File: src/rtl/mem_stage.sv
// mem_stage: MEM stage of the five-stage MIPS pipeline.
// Holds the EX/MEM pipeline register, a word-addressed data memory for lw/sw
// and branch resolution from the execute-stage zero flag.
// Optional feature macro: MEM_ALIGN_CHK_EN -- when defined, stores with a
// nonzero byte offset are dropped and raise the sticky mem_fault flag.
// When undefined, offset bits are ignored and mem_fault is tied to 0.
module mem_stage #(
   parameter int DEPTH = 32
) (
   input  logic        clk,
   input  logic        rst_n,
   input  logic        ex_wreg,
   input  logic        ex_m2reg,
   input  logic        ex_wmem,
   input  logic        ex_branch,
   input  logic        ex_zero,
   input  logic [31:0] ex_aluR,
   input  logic [31:0] ex_inB,
   input  logic [31:0] ex_pc,
   input  logic [4:0]  ex_destR,
   input  logic [3:0]  EXE_ins_type,
   input  logic [3:0]  EXE_ins_number,
   output logic        mem_wreg,
   output logic        mem_m2reg,
   output logic [31:0] mem_aluR,
   output logic [31:0] mem_mdata,
   output logic [4:0]  mem_destR,
   output logic        mem_pcsrc,
   output logic [31:0] mem_branch_pc,
   output logic [3:0]  MEM_ins_type,
   output logic [3:0]  MEM_ins_number,
   output logic        mem_fault
);

   localparam int AW = $clog2(DEPTH);

   logic        wreg_q,   wreg_d;
   logic        m2reg_q,  m2reg_d;
   logic        wmem_q,   wmem_d;
   logic        branch_q, branch_d;
   logic        zero_q,   zero_d;
   logic [31:0] alur_q,   alur_d;
   logic [31:0] inb_q,    inb_d;
   logic [31:0] pc_q,     pc_d;
   logic [4:0]  destr_q,  destr_d;
   logic [3:0]  type_q,   type_d;
   logic [3:0]  num_q,    num_d;
   logic        fault_q,  fault_d;

   logic [31:0]   mem_q [DEPTH];
   logic [AW-1:0] idx;
   logic          store_en;

   // Upper address bits are dropped, so byte addresses wrap modulo DEPTH*4.
   assign idx = alur_q[AW+1:2];

`ifdef MEM_ALIGN_CHK_EN
   assign store_en = wmem_q & (alur_q[1:0] == 2'b00);
`else
   assign store_en = wmem_q;
`endif

   // Next-state of the EX/MEM register: loads every cycle, no stall/flush.
   always_comb begin
      wreg_d   = ex_wreg;
      m2reg_d  = ex_m2reg;
      wmem_d   = ex_wmem;
      branch_d = ex_branch;
      zero_d   = ex_zero;
      alur_d   = ex_aluR;
      inb_d    = ex_inB;
      pc_d     = ex_pc;
      destr_d  = ex_destR;
      type_d   = EXE_ins_type;
      num_d    = EXE_ins_number;
`ifdef MEM_ALIGN_CHK_EN
      fault_d  = fault_q | (wmem_q & (alur_q[1:0] != 2'b00));
`else
      fault_d  = 1'b0;
`endif
   end

   // EX/MEM pipeline register with synchronous clear.
   always_ff @(posedge clk) begin
      if (!rst_n) begin
         wreg_q   <= 1'b0;
         m2reg_q  <= 1'b0;
         wmem_q   <= 1'b0;
         branch_q <= 1'b0;
         zero_q   <= 1'b0;
         alur_q   <= '0;
         inb_q    <= '0;
         pc_q     <= '0;
         destr_q  <= '0;
         type_q   <= '0;
         num_q    <= '0;
         fault_q  <= 1'b0;
      end else begin
         wreg_q   <= wreg_d;
         m2reg_q  <= m2reg_d;
         wmem_q   <= wmem_d;
         branch_q <= branch_d;
         zero_q   <= zero_d;
         alur_q   <= alur_d;
         inb_q    <= inb_d;
         pc_q     <= pc_d;
         destr_q  <= destr_d;
         type_q   <= type_d;
         num_q    <= num_d;
         fault_q  <= fault_d;
      end
   end

   // Data memory write at the end of the store's MEM cycle; reset blocks it.
   always_ff @(posedge clk) begin
      if (rst_n && store_en) begin
         mem_q[idx] <= inb_q;
      end
   end

   assign mem_mdata      = mem_q[idx];
   assign mem_wreg       = wreg_q;
   assign mem_m2reg      = m2reg_q;
   assign mem_aluR       = alur_q;
   assign mem_destR      = destr_q;
   assign mem_pcsrc      = branch_q & zero_q;
   assign mem_branch_pc  = pc_q;
   assign MEM_ins_type   = type_q;
   assign MEM_ins_number = num_q;
   assign mem_fault      = fault_q;

endmodule
File: config.mk
export PLATFORM = sky130hd
export DESIGN_NAME = mem_stage
export DESIGN_NICKNAME = d
export VERILOG_FILES = /design/src/rtl/mem_stage.sv
export SDC_FILE = /design/constraint.sdc
export NUM_CORES = 1
export LEC_CHECK = 0
export BUFFER_PORTS_ARGS = -buffer_cell sky130_fd_sc_hd__buf_2
export CORE_ASPECT_RATIO = 0.9
export CORE_UTILIZATION = 50
export CTS_CLUSTER_SIZE = 16
export DETAILED_ROUTE_END_ITERATION = 12
export PLACE_DENSITY_LB_ADDON = 0.12
export SYNTH_ARGS = -nofsm -noshare
export SYNTH_HDL_FRONTEND = slang
export SYNTH_SLANG_ARGS = --single-unit
File: constraint.sdc
create_clock -name clk -period 5.1 [get_ports clk]
set_clock_uncertainty 0.15 [all_clocks]
set_input_delay 0.765 -clock clk [delete_from_list [all_inputs] [get_ports clk]]
set_output_delay 0.765 -clock clk [all_outputs]
set_load 0.005 [all_outputs]
==> impl_metrics.yaml <==
global_routing:
  grt_start_max_net_pins: 99
  grt_pass1_vias: 21911
  grt_usage_pct: 25.8
  grt_pass1_wl_microns: 156000
  overflow: 0
  antenna_found_initial: 6
timing:
  finalHoldViolCount: 0
  period_needed_ns: 4.91
  fmaxAchievable_mhz: 204
  timing.final.ws_setup_ns: 0.186
  slew_viol_final: 0
  setup_viol: 0
  slew_headroom_pct: 21.3
  fin_crit_sh_pct: 96.3
  rsz0062_at_grt: "no"
  worst_pin_slew_ns: 1.18
  final.setup.tns_ns: 0
floorplanning:
  die_area_sq_um: 85400
  ioPinCount: 229
  die_h_microns: 277
  row_count: 100
  core-area_sq_um: 83100
  initial_utilization_pct: 50.7
  die_w_microns: 308
synth:
  synth.distinct_cells: 27
  mappedNetlistArea_sq_um: 42100
  syn_avg_cell_area_sq_um: 18.2
  syn_nets: 2437
  yosys_warnings: 0
  ys_seq_area_share_pct: 78.4
  synthCells: 2321
  ys_seq_elements: 1138
setup_path:
  critical_path_class: "register to output port"
  r2r_cells: 4
  cp.arrival_ns: 4.00
  rr_startpoint: "mem_aluR[3]"
  cp_max_fo: 28
  cp_data_required_time_ns: 4.18
  start_kind: "register"
  rr_endpoint: "mem_q[22][25]"
  rrSetupSlack_ns: 1.42
  end_kind: "output port"
place:
  place_worst_setup_slack_ns: 1.03
  hpwlAfterDp_microns: 62500
  portBuffers: 227
  place_congestion: 0.824
routing:
  met3_length_microns: 10900
  vias: 22594
  drt-wirelength-per-cell_microns: 28.9
  via_per_inst: 5.91
  wl_met2_microns: 48900
  drtIter0Drc: 2705
  firstDrtPassIters: 5
  ant_nets: 0
  top_layer_used: "met5"
  wl_microns: 110000
  wl_met1_microns: 48200
  drc: 0
finish:
  postLayoutCoreUtil_pct: 58.5
  fillers: 6283
  nets: 2719
  syn2layout_area_growth_pct: 15.4
  drive_gt1_share_pct: 19.4
  final_common_cell: "edfxtp_1"
  insertedDiodeCount: 0
  final_cell_mix: "edfxtp_1 (1024), mux2i_1 (512), o22ai_1 (255)"
clocking:
  cts_sinks: 1138
  clkTransAtPathRegs_ns: 0.07
  htreeDepth: 3
  cts_tree: "yes"
  root_buffer: "clkbuf_16"
  post-cts-setup-buffers: 0
  ctsHoldBuffers: 0
  clk_path_buf_depth: 3
  clk_latency_ns: 0.69
  cts_resized: 0
  numCtsBuffers: 110
pwr:
  pwr-share-comb_pct: 3.3
  power_switching_w: 0.00391
  pwr-share-seq_pct: 54.6
  vdd_drop_max_uv: 268
  p_int_w: 0.0150
  p_sw_share_pct: 20.6
  p_clk_share_pct: 42.1
  power-per-cell-area_nw_per_um2: 390
  power.leakage_nw: 17.5
outcome:
  status: "complete, no violations"
hold_path:
  hp-class: "primary input to register"
  hold_end: "store_en"
  min_path_cells: 2
  hp-start: "ex_wmem"
run:
  max_cap_viol_count: 0
-- power by group through the flow --
stage / Clock (W) / Combinational (W) / Sequential [W]
floorplan: 0 / 0.000366 / 0.0105
global placement: 0 / 0.000620 / 0.0105
detailed placement: 0 / 0.000626 / 0.0105
CTS: 0.00811 / 0.000627 / 0.0103
global route: 0.00846 / 0.000662 / 0.0103
finish: 0.00799 / 0.000627 / 0.0103
-- state kept, by name (all words and copies together), names as in the netlist --
register,cells
mem_q,1024
inb_q,32
mem_aluR,32
mem_branch_pc,32
mem_destR,5
MEM_ins_number,4
MEM_ins_type,4
branch_q,1
mem_m2reg,1
mem_wreg,1
store_en,1
zero_q,1
-- critical path: stages, from the launching register on --
cell      delay, ns
dfxtp_1        0.99
nand4b_1       0.98
buf_4          0.55
o22ai_1        0.20
nor4_1         0.09
nand2_1        0.31
buf_2          0.20
-- final cells by class --
cell class / count / area [sq um] / share of cell area, %
sequential: 1138 / 33000 / 67.9
multi-input combinational: 1044 / 8630 / 17.8
clock buffer: 157 / 3130 / 6.44
timing repair buffer: 309 / 1980 / 4.07
tap: 1122 / 1400 / 2.89
clock inverter: 51 / 455 / 0.936
-- Yosys cell counts --
cell type | n | area, sq um
edfxtp_1 | 1024 | 30700
mux2i_1 | 512 | 5120
o22ai_1 | 255 | 1600
and2_1 | 115 | 719
dfxtp_1 | 114 | 2280
buf_2 | 88 | 440
nor4_1 | 64 | 400
nand2_1 | 37 | 139
nor2_1 | 31 | 116
clkbuf_1 | 30 | 113
buf_6 | 12 | 135
buf_4 | 7 | 52.6
nand4bb_1 | 6 | 67.6
nand4b_1 | 4 | 35.0
nor3_1 | 4 | 20.0
or4b_1 | 3 | 30.0
nand3b_1 | 2 | 15.0
nand4_1 | 2 | 12.5
or3_1 | 2 | 12.5
or3b_2 | 2 | 17.5
buf_1 | 1 | 3.75
clkbuf_2 | 1 | 5.00
conb_1 | 1 | 3.75
nand3_1 | 1 | 5.00
o22ai_2 | 1 | 12.5
or4_4 | 1 | 11.3
or4b_4 | 1 | 13.8
-- logic make-up (layout without fill, tap and decap cells) --
group	after synthesis	after routing	share of synthesized area, %
AO/OA/AOI/OAI	256	256	3.82
multiplexers	512	512	12.2
other	1	1	0.00890
buffers and inverters	139	517	1.78
flip-flops	1138	1138	78.4
AND/OR/NAND/NOR	275	275	3.83
-- how the worst max path moves through the flow --
stage	start	end	cells after the start
2_1_floorplan	rst_n	mem_q[24][0]	4
3_3_place_gp	mem_aluR[4]	mem_mdata[19]	6
3_5_place_dp	mem_aluR[4]	mem_mdata[19]	6
4_1_cts	mem_aluR[4]	mem_mdata[19]	6
5_1_grt	mem_aluR[4]	mem_mdata[19]	6
6_report	mem_aluR[4]	mem_mdata[18]	6
-- per-layer routing --
| layer | global-route usage, % | vias up |
|---|---|---|
| li1 | - | 9809 |
| met5 | 0 | - |
| met2 | 37.7 | 974 |
| met4 | 6.01 | 6 |
| met3 | 7.43 | 156 |
| met1 | 38.3 | 11649 |
-- per-stage QoR --
step	instance area, sq um	power (W)	hold WS (ns)	std cells
2_1_floorplan	42100	0.0108	0.570	2321
3_3_place_gp	45100	0.0111	0.608	3613
3_5_place_dp	45100	0.0112	0.620	3613
4_1_cts	48600	0.0191	0.0954	3821
5_1_grt	48600	0.0195	0.109	3821
6_report	48600	0.0190	0.127	3821
(Power assumes the default switching activity.)
